<file path="config.mk">
export PLATFORM = sky130hd
export DESIGN_NAME = mem_access_unit
export DESIGN_NICKNAME = d
export VERILOG_FILES = /design/src/rtl/mem_ops_defs.sv /design/src/rtl/byte_lane_unit.sv /design/src/rtl/mem_access_unit.sv
export SDC_FILE = /design/constraint.sdc
export NUM_CORES = 1
export LEC_CHECK = 0
export CORE_UTILIZATION = 48
export CTS_CLUSTER_SIZE = 14
export DETAILED_ROUTE_END_ITERATION = 10
export GPL_ROUTABILITY_DRIVEN = 0
export GPL_TIMING_DRIVEN = 0
export PLACE_DENSITY_LB_ADDON = 0.15
export SETUP_SLACK_MARGIN = 0.02
export SYNTH_ARGS = -nofsm -noshare
export SYNTH_HDL_FRONTEND = slang
export SYNTH_HIERARCHICAL = 1
export SYNTH_SLANG_ARGS = --single-unit
</file>
<file path="constraint.sdc">
create_clock -name Clock -period 3.1 [get_ports Clock]
set_input_delay 0.31 -clock Clock [delete_from_list [all_inputs] [get_ports Clock]]
set_output_delay 0.31 -clock Clock [all_outputs]
set_load 0.01 [all_outputs]
</file>
<file path="src/rtl/mem_ops_defs.sv">
// Shared encodings for the load/store sequencer:
// opcodes, FSM states, lane widths and alignment helpers.
package mem_ops_defs;

  localparam int BYTE_W = 8;
  localparam int HALF_W = 16;
  localparam int WORD_W = 32;

  typedef enum logic [2:0] {
    OP_LW  = 3'b000,
    OP_LH  = 3'b001,
    OP_LHU = 3'b010,
    OP_LB  = 3'b011,
    OP_LBU = 3'b100,
    OP_SW  = 3'b101,
    OP_SH  = 3'b110,
    OP_SB  = 3'b111
  } op_e;

  typedef enum logic [2:0] {
    ST_IDLE  = 3'd0,
    ST_READ  = 3'd1,
    ST_MERGE = 3'd2,
    ST_WRITE = 3'd3,
    ST_DONE  = 3'd4
  } state_e;

  function automatic logic is_store(op_e op);
    return (op == OP_SW) || (op == OP_SH) || (op == OP_SB);
  endfunction

  function automatic logic misaligned(op_e op, logic [1:0] off);
    logic bad;
    bad = 1'b0;
    if ((op == OP_LW) || (op == OP_SW))
      bad = (off != 2'b00);
    else if ((op == OP_LH) || (op == OP_LHU) || (op == OP_SH))
      bad = off[0];
    return bad;
  endfunction

endpackage

</file>
<file path="src/rtl/byte_lane_unit.sv">
// Little-endian lane extraction with sign/zero extension for loads,
// and lane replacement of a fetched word for sub-word stores.
module byte_lane_unit
  import mem_ops_defs::*;
(
  input  op_e               op,
  input  logic [1:0]        off,
  input  logic [WORD_W-1:0] rdata,
  input  logic [HALF_W-1:0] wdata,
  output logic [WORD_W-1:0] ldata,
  output logic [WORD_W-1:0] mdata
);

  logic [BYTE_W-1:0] lane_b;
  logic [HALF_W-1:0] lane_h;

  always_comb begin
    lane_b = rdata[{off, 3'b000} +: BYTE_W];
    lane_h = off[1] ? rdata[31:16] : rdata[15:0];
  end

  always_comb begin
    ldata = rdata;
    unique case (op)
      OP_LH:   ldata = {{HALF_W{lane_h[HALF_W-1]}}, lane_h};
      OP_LHU:  ldata = {{HALF_W{1'b0}}, lane_h};
      OP_LB:   ldata = {{(WORD_W-BYTE_W){lane_b[BYTE_W-1]}}, lane_b};
      OP_LBU:  ldata = {{(WORD_W-BYTE_W){1'b0}}, lane_b};
      default: ldata = rdata;
    endcase
  end

  always_comb begin
    mdata = rdata;
    if (op == OP_SB)
      mdata[{off, 3'b000} +: BYTE_W] = wdata[BYTE_W-1:0];
    else if (op == OP_SH)
      mdata[{off[1], 4'b0000} +: HALF_W] = wdata;
  end

endmodule

</file>
<file path="src/rtl/mem_access_unit.sv">
// Load/store sequencer in front of a word-only, 1-cycle-latency DataMem.
// Sub-word stores are done as read-modify-write through byte_lane_unit.
module mem_access_unit
  import mem_ops_defs::*;
#(
  parameter int ADDR_WIDTH = 10
) (
  input  logic                  Clock,
  input  logic                  Reset,
  input  logic                  Req,
  input  logic [2:0]            Op,
  input  logic [ADDR_WIDTH+1:0] ByteAddr,
  input  logic [WORD_W-1:0]     StoreData,
  output logic [WORD_W-1:0]     LoadData,
  output logic                  Busy,
  output logic                  Done,
  output logic                  Error,
  output logic [ADDR_WIDTH-1:0] MemAddress,
  output logic [WORD_W-1:0]     MemWriteData,
  output logic                  MemRead,
  output logic                  MemWrite,
  input  logic [WORD_W-1:0]     MemReadData
);

  state_e                state;
  state_e                next;
  op_e                   op_q;
  logic [ADDR_WIDTH+1:0] addr_q;
  logic [WORD_W-1:0]     data_q;
  logic [WORD_W-1:0]     ld_ext;
  logic [WORD_W-1:0]     merged;
  logic                  accept;
  logic                  bad;

  assign accept = (state == ST_IDLE) && Req;
  assign bad    = misaligned(op_e'(Op), ByteAddr[1:0]);

  byte_lane_unit u_lanes (
    .op    (op_q),
    .off   (addr_q[1:0]),
    .rdata (MemReadData),
    .wdata (data_q[HALF_W-1:0]),
    .ldata (ld_ext),
    .mdata (merged)
  );

  always_ff @(posedge Clock or posedge Reset) begin
    if (Reset) state <= ST_IDLE;
    else       state <= next;
  end

  always_comb begin
    next = state;
    unique case (state)
      ST_IDLE: begin
        if (Req) begin
          if (bad)                     next = ST_DONE;
          else if (op_e'(Op) == OP_SW) next = ST_WRITE;
          else                         next = ST_READ;
        end
      end
      ST_READ:  next = ST_MERGE;
      ST_MERGE: next = ST_DONE;
      ST_WRITE: next = ST_DONE;
      ST_DONE:  next = ST_IDLE;
      default:  next = ST_IDLE;
    endcase
  end

  // Memory strobes come straight from state so a reset drops them at once.
  always_comb begin
    Busy         = (state != ST_IDLE);
    MemAddress   = addr_q[ADDR_WIDTH+1:2];
    MemRead      = (state == ST_READ);
    MemWrite     = (state == ST_WRITE) ||
                   ((state == ST_MERGE) && is_store(op_q));
    MemWriteData = (state == ST_WRITE) ? data_q : merged;
  end

  always_ff @(posedge Clock or posedge Reset) begin
    if (Reset) begin
      op_q     <= OP_LW;
      addr_q   <= '0;
      data_q   <= '0;
      LoadData <= '0;
      Done     <= 1'b0;
      Error    <= 1'b0;
    end else begin
      Done <= (next == ST_DONE);
      if (accept) begin
        op_q   <= op_e'(Op);
        addr_q <= ByteAddr;
        data_q <= StoreData;
        Error  <= bad;
      end
      if ((state == ST_MERGE) && !is_store(op_q))
        LoadData <= ld_ext;
    end
  end

endmodule

</file>
==> impl_metrics.py <==
metrics = {
    "drt": {
        "vias_per_cell": 5.927,
        "ant_nets": 0,
        "drtPass1Iterations": 6,
        "drt_iter0_drc": 480,
        "wl_per_cell_um": 20.09,
        "drcViolationCount": 0,
        "dr_total_vias": 5085,
        "drt-total-wl_um": 17240,
    },
    "final_layout": {
        "layout_commonest_cell": "clkdlybuf4s50_1",
        "layout_common_cells": "clkdlybuf4s50_1, dfrtp_1, nand2_1",
        "nNetsFinal": 800,
        "drive_gt1_share_pct": 20.75,
        "area_delta_synth_final_pct": 40.68,
        "diodes": 0,
        "final_cells": 858,
    },
    "pwr": {
        "ir_drop_uv": 477.5,
        "power_w": 0.007936,
        "leakagePower_nw": 3.316,
        "powerDensity_nw_per_um2": 1025,
    },
    "worst_hold_path": {
        "hold_class": "input pin to asynchronous set/reset pin",
    },
    "global_route": {
        "grt.total_usage_pct": 29.97,
        "overflow": 0,
        "antenna_found_initial": 0,
        "grt_pass1_vias": 5024,
        "grt_pass1_wl_um": 26620,
        "grt_max_degree": 44,
    },
    "logic_synthesis": {
        "avgSynthCellArea_um2": 10.23,
        "synthCells": 538,
        "async_flop_share_pct": 100.0,
        "synth_warnings": 6,
        "synth_ff_type": "dfrtp_1",
        "ys_seq_area_share_pct": 38.18,
        "syn_nets": 625,
        "synthesis.area_um2": 5505,
        "synth_cell_type_count": 50,
        "synth-edff-count": 0,
        "ys_ff_latch": 84,
    },
    "worst_setup_path": {
        "path_class": "register to primary output",
        "r2r-start": "op_q[1]",
        "cpMaxStageDelayCell": "clkdlybuf4s50_1",
        "worstReg2RegEnd": "LoadData[3]",
        "critPathLaunchType": "register",
        "critPathArrivalTime_ns": 2.72,
        "path_cells": "clkbuf_8 -> inv_2 -> ha_4 -> nor2b_4 -> and3_1 -> a21oi_1 -> nor3b_2 -> mux2_2 -> clkdlybuf4s50_1",
        "crit_fanout": 10,
        "critical_path_required_ns": 2.79,
        "regToRegSetupSlack_ns": 0.97,
        "worstRegToRegCells": 5,
        "max_stage_delay_ns": 0.53,
        "endpoint_kind": "primary output",
    },
    "cts": {
        "numCtsBuffers": 9,
        "cts_htree_levels": 3,
        "clk_latency_ns": 0.34,
        "cts_buffer_depth": 2,
        "clkSinkCount": 84,
        "clock-root-buffer": "clkbuf_16",
        "ctsHoldBuffers": 0,
        "tritoncts": "yes",
        "cts.clk_slew.worst_paths_ns": 0.07,
    },
    "timing": {
        "rsz0062_at_grt": "true",
        "drv_slew": 0,
        "fin_worst_skew_ns": 0.003638,
        "holdWs_ns": 0.3701,
        "finalSetupViolCount": 0,
        "max_clock_freq_ghz": 0.3298,
        "period_share_pct": 97.80,
        "tns_ns": 0,
        "tightestPinTransition_ns": 0.6849,
        "finalCriticalPeriod_ns": 3.032,
        "hold_viol": 0,
        "maxSlewHeadroom_pct": 54.09,
    },
    "die": {
        "dieArea_um2": 11900,
        "io_pins": 161,
        "fp.dieW_um": 109.1,
        "start_util_pct": 50.13,
        "rows": 38,
        "coreArea_um2": 10980,
        "fp.dieH_um": 109.1,
    },
    "placed_design": {
        "numPortBuffers": 160,
        "dp_cells": 839,
        "dp_hpwl_um": 13150,
    },
    "job": {
        "drv_cap": 0,
    },
    "status": {
        "status": "finished clean",
    },
}
## metrics by stage
step	worst slack (ns)	instance area [µm²]	util, %
after global routing	-0.01850	7745	70.52
after CTS	0.03014	7706	70.16
after global placement	-0.5944	7282	66.30
final	0.06829	7745	70.52
after floorplan	0.4346	5505	-
after detailed placement	-0.4862	7305	66.51
## final cells by class
class                      count  area [µm²]
fill                         885        3238
multi-input combinational    388        3100
sequential                    84        2105
timing repair buffer         165        1650
buffer                        45       300.3
clock buffer                  10       239.0
tap                          140       175.2
clock inverter                 6       93.84
inverter                      20       81.33
## worst max-delay path: cells and delay by family, from the launching register on
family | cells | cell delay [ns]
mux | 1 | 0.20
flops | 1 | 0.42
simple gates | 3 | 0.65
compound gates | 1 | 0.10
buf+inv | 3 | 0.80
fa+ha+maj | 1 | 0.23
## logic make-up after synthesis
| family | synth area share [%] |
|---|---|
| xor+xnor | 0.2955 |
| fa+ha+maj | 1.136 |
| mux | 25.86 |
| compound gates | 16.86 |
| simple gates | 11.11 |
| buf+inv | 6.545 |
| flops | 38.18 |
## cells in the mapped netlist, types with 3 or more instances
| master | number | area (µm²) |
|---|---|---|
| dfrtp_1 | 84 | 2102 |
| nand2_1 | 71 | 266.5 |
| mux2_2 | 64 | 720.7 |
| mux2_1 | 48 | 540.5 |
| o21ai_0 | 44 | 220.2 |
| inv_1 | 20 | 75.07 |
| a22o_1 | 18 | 157.7 |
| buf_4 | 14 | 105.1 |
| mux2i_1 | 14 | 140.1 |
| buf_2 | 12 | 60.06 |
| clkbuf_1 | 12 | 45.04 |
| nor2b_1 | 12 | 75.07 |
| o211ai_1 | 12 | 90.09 |
| a21oi_1 | 11 | 55.05 |
| nand3_1 | 10 | 50.05 |
| nor2_1 | 10 | 37.54 |
| o22ai_1 | 9 | 56.30 |
| o221ai_1 | 7 | 61.31 |
| o32ai_1 | 7 | 61.31 |
| buf_6 | 6 | 67.56 |
| a41o_1 | 5 | 50.05 |
| ha_1 | 5 | 62.56 |
| nor3b_1 | 5 | 37.54 |
| and3_1 | 3 | 18.77 |
| nand2b_1 | 3 | 18.77 |
## routing by layer
metal,track usage (%),vias to the layer above,routed length (µm)
li1,-,2307,-
met1,39.03,2433,7008
met2,49.06,297,8134
met3,4.842,48,1447
met4,13.03,0,647
met5,0,-,0
## how the worst max path moves through the flow
| stage | startpoint | endpoint | slack [ns] | cells after the start |
|---|---|---|---|---|
| after floorplan | addr_q[0] | MemWriteData[16] | 0.43 | 8 |
| after global placement | Reset | LoadData[13] | -0.59 | 2 |
| after detailed placement | addr_q[0] | MemWriteData[23] | -0.49 | 9 |
| after CTS | addr_q[0] | MemWriteData[25] | 0.03 | 9 |
| after global routing | addr_q[0] | MemWriteData[5] | -0.02 | 9 |
| final | addr_q[0] | MemWriteData[25] | 0.07 | 9 |
## flip-flops by register name, indices dropped and copies added, names as in the netlist
name / count
op_q: 3
addr_q: 12
LoadData: 32
Error: 1
state: 3
Done: 1
data_q: 32
## where the power goes
group	switching (W)	leakage [nW]	internal (W)	total [W]
combinational	0.00228	2.15	0.00237	0.00465
sequential	0.000447	1.01	0.00163	0.00208
clock	0.000478	0.160	0.000737	0.00122
## what timing repair did
item                                    4_1_cts  5_1_grt
endpoints found under the setup margin       32       26
gates resized for setup                      29       20
buffers inserted                              4        0
pin swaps                                     1        1
(Power assumes the default switching activity.)
